### src/rtl/des_feistel_stage.sv
// des_feistel_stage: two-stage pipelined DES round function f(R, K).
// Stage 1 registers x = E(r_in) ^ subkey; stage 2 runs the S-boxes and the
// P permutation and registers f_out. Valid/ready handshake on both sides.
// Optional build macro DES_FEISTEL_XOR_L_EN adds l_in, carried with stage 1,
// so that f_out becomes the new right half L ^ f(R, K).
// Bit numbering: vector bit [msb] is DES bit 1.

module Sbox1 (input logic [5:0] data_in, output logic [3:0] data_out);
  localparam logic [255:0] tbl = 256'hE4D12FB83A6C5907_0F74E2D1A6CB9538_41E8D62BFC973A50_FC8249175B3EA06D;
  logic [7:0] lo;
  // row = outer bits, column = inner four bits; table is row-major from the MSB
  assign lo = 8'd252 - {data_in[5], data_in[0], data_in[4:1], 2'b00};
  assign data_out = tbl[lo +: 4];
endmodule

module Sbox2 (input logic [5:0] data_in, output logic [3:0] data_out);
  localparam logic [255:0] tbl = 256'hF18E6B34972DC05A_3D47F28EC01A69B5_0E7BA4D158C6932F_D8A13F42B67C05E9;
  logic [7:0] lo;
  // row = outer bits, column = inner four bits
  assign lo = 8'd252 - {data_in[5], data_in[0], data_in[4:1], 2'b00};
  assign data_out = tbl[lo +: 4];
endmodule

module Sbox3 (input logic [5:0] data_in, output logic [3:0] data_out);
  localparam logic [255:0] tbl = 256'hA09E63F51DC7B428_D709346A285ECBF1_D6498F30B12C5AE7_1AD069874FE3B52C;
  logic [7:0] lo;
  // row = outer bits, column = inner four bits
  assign lo = 8'd252 - {data_in[5], data_in[0], data_in[4:1], 2'b00};
  assign data_out = tbl[lo +: 4];
endmodule

module Sbox4 (input logic [5:0] data_in, output logic [3:0] data_out);
  localparam logic [255:0] tbl = 256'h7DE3069A1285BC4F_D8B56F03472C1AE9_A690CB7DF13E5284_3F06A1D8945BC72E;
  logic [7:0] lo;
  // row = outer bits, column = inner four bits
  assign lo = 8'd252 - {data_in[5], data_in[0], data_in[4:1], 2'b00};
  assign data_out = tbl[lo +: 4];
endmodule

module Sbox5 (input logic [5:0] data_in, output logic [3:0] data_out);
  localparam logic [255:0] tbl = 256'h2C417AB6853FD0E9_EB2C47D150FA3986_421BAD78F9C5630E_B8C71E2D6F09A453;
  logic [7:0] lo;
  // row = outer bits, column = inner four bits
  assign lo = 8'd252 - {data_in[5], data_in[0], data_in[4:1], 2'b00};
  assign data_out = tbl[lo +: 4];
endmodule

module Sbox6 (input logic [5:0] data_in, output logic [3:0] data_out);
  localparam logic [255:0] tbl = 256'hC1AF92680D34E75B_AF427C9561DE0B38_9EF528C3704A1DB6_432C95FABE17608D;
  logic [7:0] lo;
  // row = outer bits, column = inner four bits
  assign lo = 8'd252 - {data_in[5], data_in[0], data_in[4:1], 2'b00};
  assign data_out = tbl[lo +: 4];
endmodule

module Sbox7 (input logic [5:0] data_in, output logic [3:0] data_out);
  localparam logic [255:0] tbl = 256'h4B2EF08D3C975A61_D0B7491AE35C2F86_14BDC37EAF680592_6BD814A7950FE23C;
  logic [7:0] lo;
  // row = outer bits, column = inner four bits
  assign lo = 8'd252 - {data_in[5], data_in[0], data_in[4:1], 2'b00};
  assign data_out = tbl[lo +: 4];
endmodule

module Sbox8 (input logic [5:0] data_in, output logic [3:0] data_out);
  localparam logic [255:0] tbl = 256'hD2846FB1A93E50C7_1FD8A374C56B0E92_7B419CE206ADF358_21E74A8DFC90356B;
  logic [7:0] lo;
  // row = outer bits, column = inner four bits
  assign lo = 8'd252 - {data_in[5], data_in[0], data_in[4:1], 2'b00};
  assign data_out = tbl[lo +: 4];
endmodule

module des_feistel_stage (
  input  logic        clk,
  input  logic        rst,
  input  logic        in_valid,
  output logic        in_ready,
  input  logic [31:0] r_in,
  input  logic [47:0] subkey,
`ifdef DES_FEISTEL_XOR_L_EN
  input  logic [31:0] l_in,
`endif
  output logic        out_valid,
  input  logic        out_ready,
  output logic [31:0] f_out
);

  logic        s1_valid;
  logic [47:0] x_q;
  logic [47:0] e_out;
  logic [31:0] s_out;
  logic [31:0] p_out;
  logic [31:0] f_next;
  logic        s2_adv;

  // E expansion: each 6-bit group takes 4 bits plus one neighbour on each side
  assign e_out = {r_in[0],  r_in[31:27],
                  r_in[28:23],
                  r_in[24:19],
                  r_in[20:15],
                  r_in[16:11],
                  r_in[12:7],
                  r_in[8:3],
                  r_in[4:0],  r_in[31]};

  // stage 2 can take new data when empty or when its output leaves this cycle
  assign s2_adv   = ~out_valid | out_ready;
  assign in_ready = ~s1_valid | s2_adv;

  Sbox1 u_sbox1 (.data_in(x_q[47:42]), .data_out(s_out[31:28]));
  Sbox2 u_sbox2 (.data_in(x_q[41:36]), .data_out(s_out[27:24]));
  Sbox3 u_sbox3 (.data_in(x_q[35:30]), .data_out(s_out[23:20]));
  Sbox4 u_sbox4 (.data_in(x_q[29:24]), .data_out(s_out[19:16]));
  Sbox5 u_sbox5 (.data_in(x_q[23:18]), .data_out(s_out[15:12]));
  Sbox6 u_sbox6 (.data_in(x_q[17:12]), .data_out(s_out[11:8]));
  Sbox7 u_sbox7 (.data_in(x_q[11:6]),  .data_out(s_out[7:4]));
  Sbox8 u_sbox8 (.data_in(x_q[5:0]),   .data_out(s_out[3:0]));

  // P permutation: output DES bit i takes S-output DES bit P[i]
  assign p_out = {s_out[16], s_out[25], s_out[12], s_out[11],
                  s_out[3],  s_out[20], s_out[4],  s_out[15],
                  s_out[31], s_out[17], s_out[9],  s_out[6],
                  s_out[27], s_out[14], s_out[1],  s_out[22],
                  s_out[30], s_out[24], s_out[8],  s_out[18],
                  s_out[0],  s_out[5],  s_out[29], s_out[23],
                  s_out[13], s_out[19], s_out[2],  s_out[26],
                  s_out[10], s_out[21], s_out[28], s_out[7]};

`ifdef DES_FEISTEL_XOR_L_EN
  logic [31:0] l_q;

  // left half rides along with stage 1 so it lines up with x_q
  always_ff @(posedge clk) begin
    if (rst)
      l_q <= 32'd0;
    else if (in_ready && in_valid)
      l_q <= l_in;
  end

  assign f_next = p_out ^ l_q;
`else
  assign f_next = p_out;
`endif

  // stage 1: capture expanded-and-keyed right half on an input transfer
  always_ff @(posedge clk) begin
    if (rst) begin
      s1_valid <= 1'b0;
      x_q      <= 48'd0;
    end else if (in_ready) begin
      s1_valid <= in_valid;
      if (in_valid)
        x_q <= e_out ^ subkey;
    end
  end

  // stage 2: register f result; hold while downstream stalls
  always_ff @(posedge clk) begin
    if (rst) begin
      out_valid <= 1'b0;
      f_out     <= 32'd0;
    end else if (s2_adv) begin
      out_valid <= s1_valid;
      if (s1_valid)
        f_out <= f_next;
    end
  end

endmodule

### config.mk
export PLATFORM = sky130hd
export DESIGN_NAME = des_feistel_stage
export DESIGN_NICKNAME = d
export VERILOG_FILES = /design/src/rtl/des_feistel_stage.sv
export SDC_FILE = /design/constraint.sdc
export NUM_CORES = 1
export LEC_CHECK = 0
export ABC_CLOCK_PERIOD_IN_PS = 4800
export CAP_MARGIN = 25
export CORE_MARGIN = 8
export CORE_UTILIZATION = 35
export CTS_CLUSTER_SIZE = 30
export DETAILED_ROUTE_END_ITERATION = 8
export PLACE_DENSITY = 0.65
export SLEW_MARGIN = 10
export SYNTH_ARGS = -nofsm -noshare
export SYNTH_HDL_FRONTEND = slang
export SYNTH_SLANG_ARGS = --single-unit
### constraint.sdc
create_clock -name clk -period 4.8 [get_ports clk]
set_input_delay 0.72 -clock clk [delete_from_list [all_inputs] [get_ports clk]]
set_output_delay 0.72 -clock clk [all_outputs]
set_load 0.02 [all_outputs]
Yosys cells after proc, flatten, opt, wreduce, memory -nomap -nowiden
Index checks and enable logic that the tools add are counted.

$add $sub $neg: 8. Reduce and logical (&&, ||, !) cells: 2. Shift operators: 8. Bitwise operators: 5.

Operators by type and width (number): $shiftx A256 B9 Y4 const A (8); $sub A8 B8 Y8 const A (8); $xor A48 B48 Y48 (1); $reduce_and A2 Y1 (2); $not A1 Y1 (2); $or A1 B1 Y1 (2).

Bits in registers: 82. Output and inout port bits: 34.

Depth between registers and ports, before layout
Depth after elaboration: 4. Gate-level depth with buffers: 9. Mapped depth without buffers: 7.

Cells and area by module
Synthesis repeated with hierarchy kept, for this count alone.

Cells, all modules: 1063. Area total of the unflattened synthesis: 8750.9 um2.

By module, submodules not included: des_feistel_stage (cells each 368, area an instance 3484.6 um2, instances 1, sequential area each 1641.6 um2); Sbox6 (cells each 97, area an instance 715.7 um2, instances 1, sequential area each 0.0 um2); Sbox8 (cells each 95, area an instance 706.9 um2, instances 1, sequential area each 0.0 um2); Sbox1 (cells each 80, area an instance 704.4 um2, instances 1, sequential area each 0.0 um2); Sbox5 (cells each 95, area an instance 674.4 um2, instances 1, sequential area each 0.0 um2); Sbox2 (cells each 83, area an instance 656.9 um2, instances 1, sequential area each 0.0 um2); Sbox7 (cells each 88, area an instance 650.6 um2, instances 1, sequential area each 0.0 um2); Sbox3 (cells each 87, area an instance 619.3 um2, instances 1, sequential area each 0.0 um2); Sbox4 (cells each 70, area an instance 538.0 um2, instances 1, sequential area each 0.0 um2).

Least setup slack after synthesis
Ideal clock, no wire load.

Path type: register -> register. From: register x_q[37]. To: register f_out[19]. Setup time: 0.120 ns. Stages on the path, launching flop included: 9. Period minus slack after synthesis: 2.257 ns. Slack: 2.543 ns. Arrival time: 2.137 ns. Required time: 4.680 ns. Cells stage by stage: dfxtp_1 -> clkbuf_1 -> inv_1 -> ha_1 -> or2_1 -> mux4_2 -> nor2_1 -> a2111oi_0 -> a211o_1.

Longest elaborated chain between the ends: 2.

RTL lines: start, declared (RTL line 88) `logic [47:0] x_q;`; start signal, assigned (RTL line 152) `x_q <= e_out ^ subkey;`; $sub A8 B8 Y8 (RTL line 20) `assign lo = 8'd252 - {data_in[5], data_in[0], data_in[4:1], 2'b00};`; $shiftx A256 B9 Y4 (RTL line 21) `assign data_out = tbl[lo +: 4];`; end signal, assigned (RTL line 164) `f_out <= f_next;`; end, declared (RTL line 84) `output logic [31:0] f_out`.

Every way passes these cells. A chain may end at the register's enable or synchronous reset.

Final worst setup path
From: input out_ready. To: output in_ready.

Longest elaborated chain between the ends: 2.

RTL lines: start, declared (RTL line 83) `input logic out_ready,`; $or A1 B1 Y1 (RTL line 106) `assign s2_adv = ~out_valid | out_ready;`; $or A1 B1 Y1 (RTL line 107) `assign in_ready = ~s1_valid | s2_adv;`; end, declared (RTL line 76) `output logic in_ready,`.

Every way passes these cells.

==> impl_metrics.toml <==
[outcome]
status = "completed"

[logic_synthesis]
synth-seq-area-share = 0.209
synth_cell_types = 74
synthArstFlopShare = 0
yosysWarningCount = 0
syn_inst = 1007
synthesis.nets = 1155
synth_edf_count = 0
synthFlopType = "dfxtp_1"
synth.ff_latch_count = 82
synth.avg_cell_area_sq_um = 7.79
synthesis.area_sq_mm = 0.00784

[route]
num_vias = 7301
viasPerCell = 5.50
drt_first_pass_iters = 5
ant_nets = 0
avgRoutedWirePerCell_microns = 15.7
drt_wl_total_microns = 20800
drc = 0
drt-initial-drc-count = 551

[timing]
setup_viol_count_final = 0
layout_min_cycle_time_ns = 2.85
hold_viol_final = 0
worst_slew_pin_slew_ns = 1.02
clock.fmax_ghz = 0.351
rsz0062_at_grt = "false"
period_share = 0.593
setup_ws_ns = 1.95
timing.setup.tns_ns = 0
fin_worst_skew_ns = 0.00347
timing.slew.headroom = 0.316
drv_slew = 0

[clock_tree]
clkTransAtPathRegs_ns = 0.06
cts.sinks = 82
cts_buffers = 9
hold_buffers = 0
cts_resized = 0
htreeDepth = 3
clk_path_buf_depth = 2
cts_tree = "done"
cts_setup_buffers = 0
cts_root_buf = "clkbuf_16"
clock_latency_ns = 0.35

[worst_setup_path]
crit_top_cell = "clkdlybuf4s50_1"
worst-r2r-cell-count = 7
crit_path_end_kind = "primary output"
cp.required_ns = 4.08
path_buf_inv = 2
crit_fanout = 6
cp.arrival_ns = 2.13
crit_chain = "clkdlybuf4s50_1, and2b_1, nand2_1, clkdlybuf4s50_1"
crit_family = "buffers and inverters"
criticalPathCategory = "primary input to primary output"
critical_path.startpoint = "out_ready"
worstSetupPathDepth = 4
r2r_start = "x_q[43]$_SDFFE_PP0P_"
cpPeakStageDelay_ns = 0.61
cpMaxStageDelayCell = "clkdlybuf4s50_1"
startpoint_type = "primary input"

[global_routing]
grt_max_degree = 97
overflow = 0
grt_pass1_wl_microns = 34900
grt_usage = 0.148
antenna_found_initial = 0
grt_pass1_vias = 6801

[power_and_ir_drop]
total_power_uw = 2370
peakVddDrop_mv = 0.153
p_per_area_mw_per_mm2 = 256
leakage_uw = 0.00332

[floorplanning]
dieArea_sq_mm = 0.0275
core-area_sq_mm = 0.0219
ios = 118
die_h_microns = 166
initial_core_util = 0.358
fp-row-count = 54
die_x_microns = 166

[place]
placed_area_sq_mm = 0.00894
place_ws_ns = 1.69
dpl.hpwl_microns = 14700
gp_congestion = 0.845
dpl.cell_count = 1309
io_buffers = 117

[finish]
final_cell_mix = "117 x nor2_1, 116 x clkdlybuf4s50_1, 82 x dfxtp_1"
nets = 1191
stdcell_area_sq_mm = 0.00926
areaGrowthSynthToFinish_pct = 18.1
n_antenna_cell = 0
layout_commonest_cell = "nor2_1"
drive_gt1_frac = 0.0468
final_cells = 1328

[min_path]
hold_path.class = "flip-flop to flip-flop"
hp-start = "f_out[28]$_SDFFE_PP0P_"
holdPathStages = 2

[job]
drv_cap = 0
-- cell type report --
class | instances | area (sq um)
clock buffers | 12 | 246
clock inverters | 4 | 27.5
fillers | 2253 | 12600
inverters | 47 | 176
multi-input cells | 780 | 5590
flip-flops and latches | 82 | 1640
well taps | 280 | 350
repair buffers | 123 | 1230
-- worst paths after layout --
path,to,slack [ns]
max,in_ready,1.95
min,f_out[28]$_SDFFE_PP0P_,0.46
max reg2reg,f_out[1]$_SDFFE_PP0P_,2.14
min reg2reg,f_out[28]$_SDFFE_PP0P_,0.46
-- synth_stat cells (all sizes together) (17+ instances only) --
cell type  number  area [sq um]
nand2b         23           144
xnor2          60           526
o21ai          50           250
a21oi          63           315
clkbuf         44           165
ha             64           801
buf            54           278
o211ai         17           128
dfxtp          82          1640
nand2          54           203
nor2          118           445
a211oi         74           556
inv            47           176
mux2i          23           230
-- flip-flops by register name (all words and copies together) (netlist names) --
register,flops
x_q,48
f_out,32
out_valid,1
s1_valid,1
-- worst reg2reg max path, cell delays in order, from the launching register on --
cell      delay (ns)
dfxtp_1         0.63
inv_1           0.22
ha_1            0.44
nor2_1          0.26
a21oi_1         0.07
mux4_2          0.47
a22oi_1         0.31
a211oi_1        0.12
-- cells by family (layout without fill, tap and decap cells) --
kind of cell,count (synthesis),count (layout),share of synthesized area
mux,44,44,0.0782
compound gates,320,320,0.282
simple gates,283,283,0.172
buf+inv,145,186,0.0790
fa+ha+maj,64,64,0.102
xor+xnor,69,69,0.0771
flops,82,82,0.209
-- routing by layer --
metal  global-route usage  wire (microns)
met4               0.0572             413
met5                    0               0
met2                0.237            9630
met3               0.0201             833
met1                0.197            9970
-- power breakdown --
group          leakage, uW  switching, uW  total (uW)  internal, uW
sequential        0.000679            162         901           739
combinational      0.00252            398         814           417
clock             0.000125            293         657           364
-- stage by stage --
step           hold WS [ns]   util
2_1_floorplan         0.502      -
3_3_place_gp          0.449  0.409
3_5_place_dp          0.455  0.409
4_1_cts               0.465  0.421
5_1_grt               0.493  0.423
6_report              0.461  0.423
(Power assumes the default switching activity.)
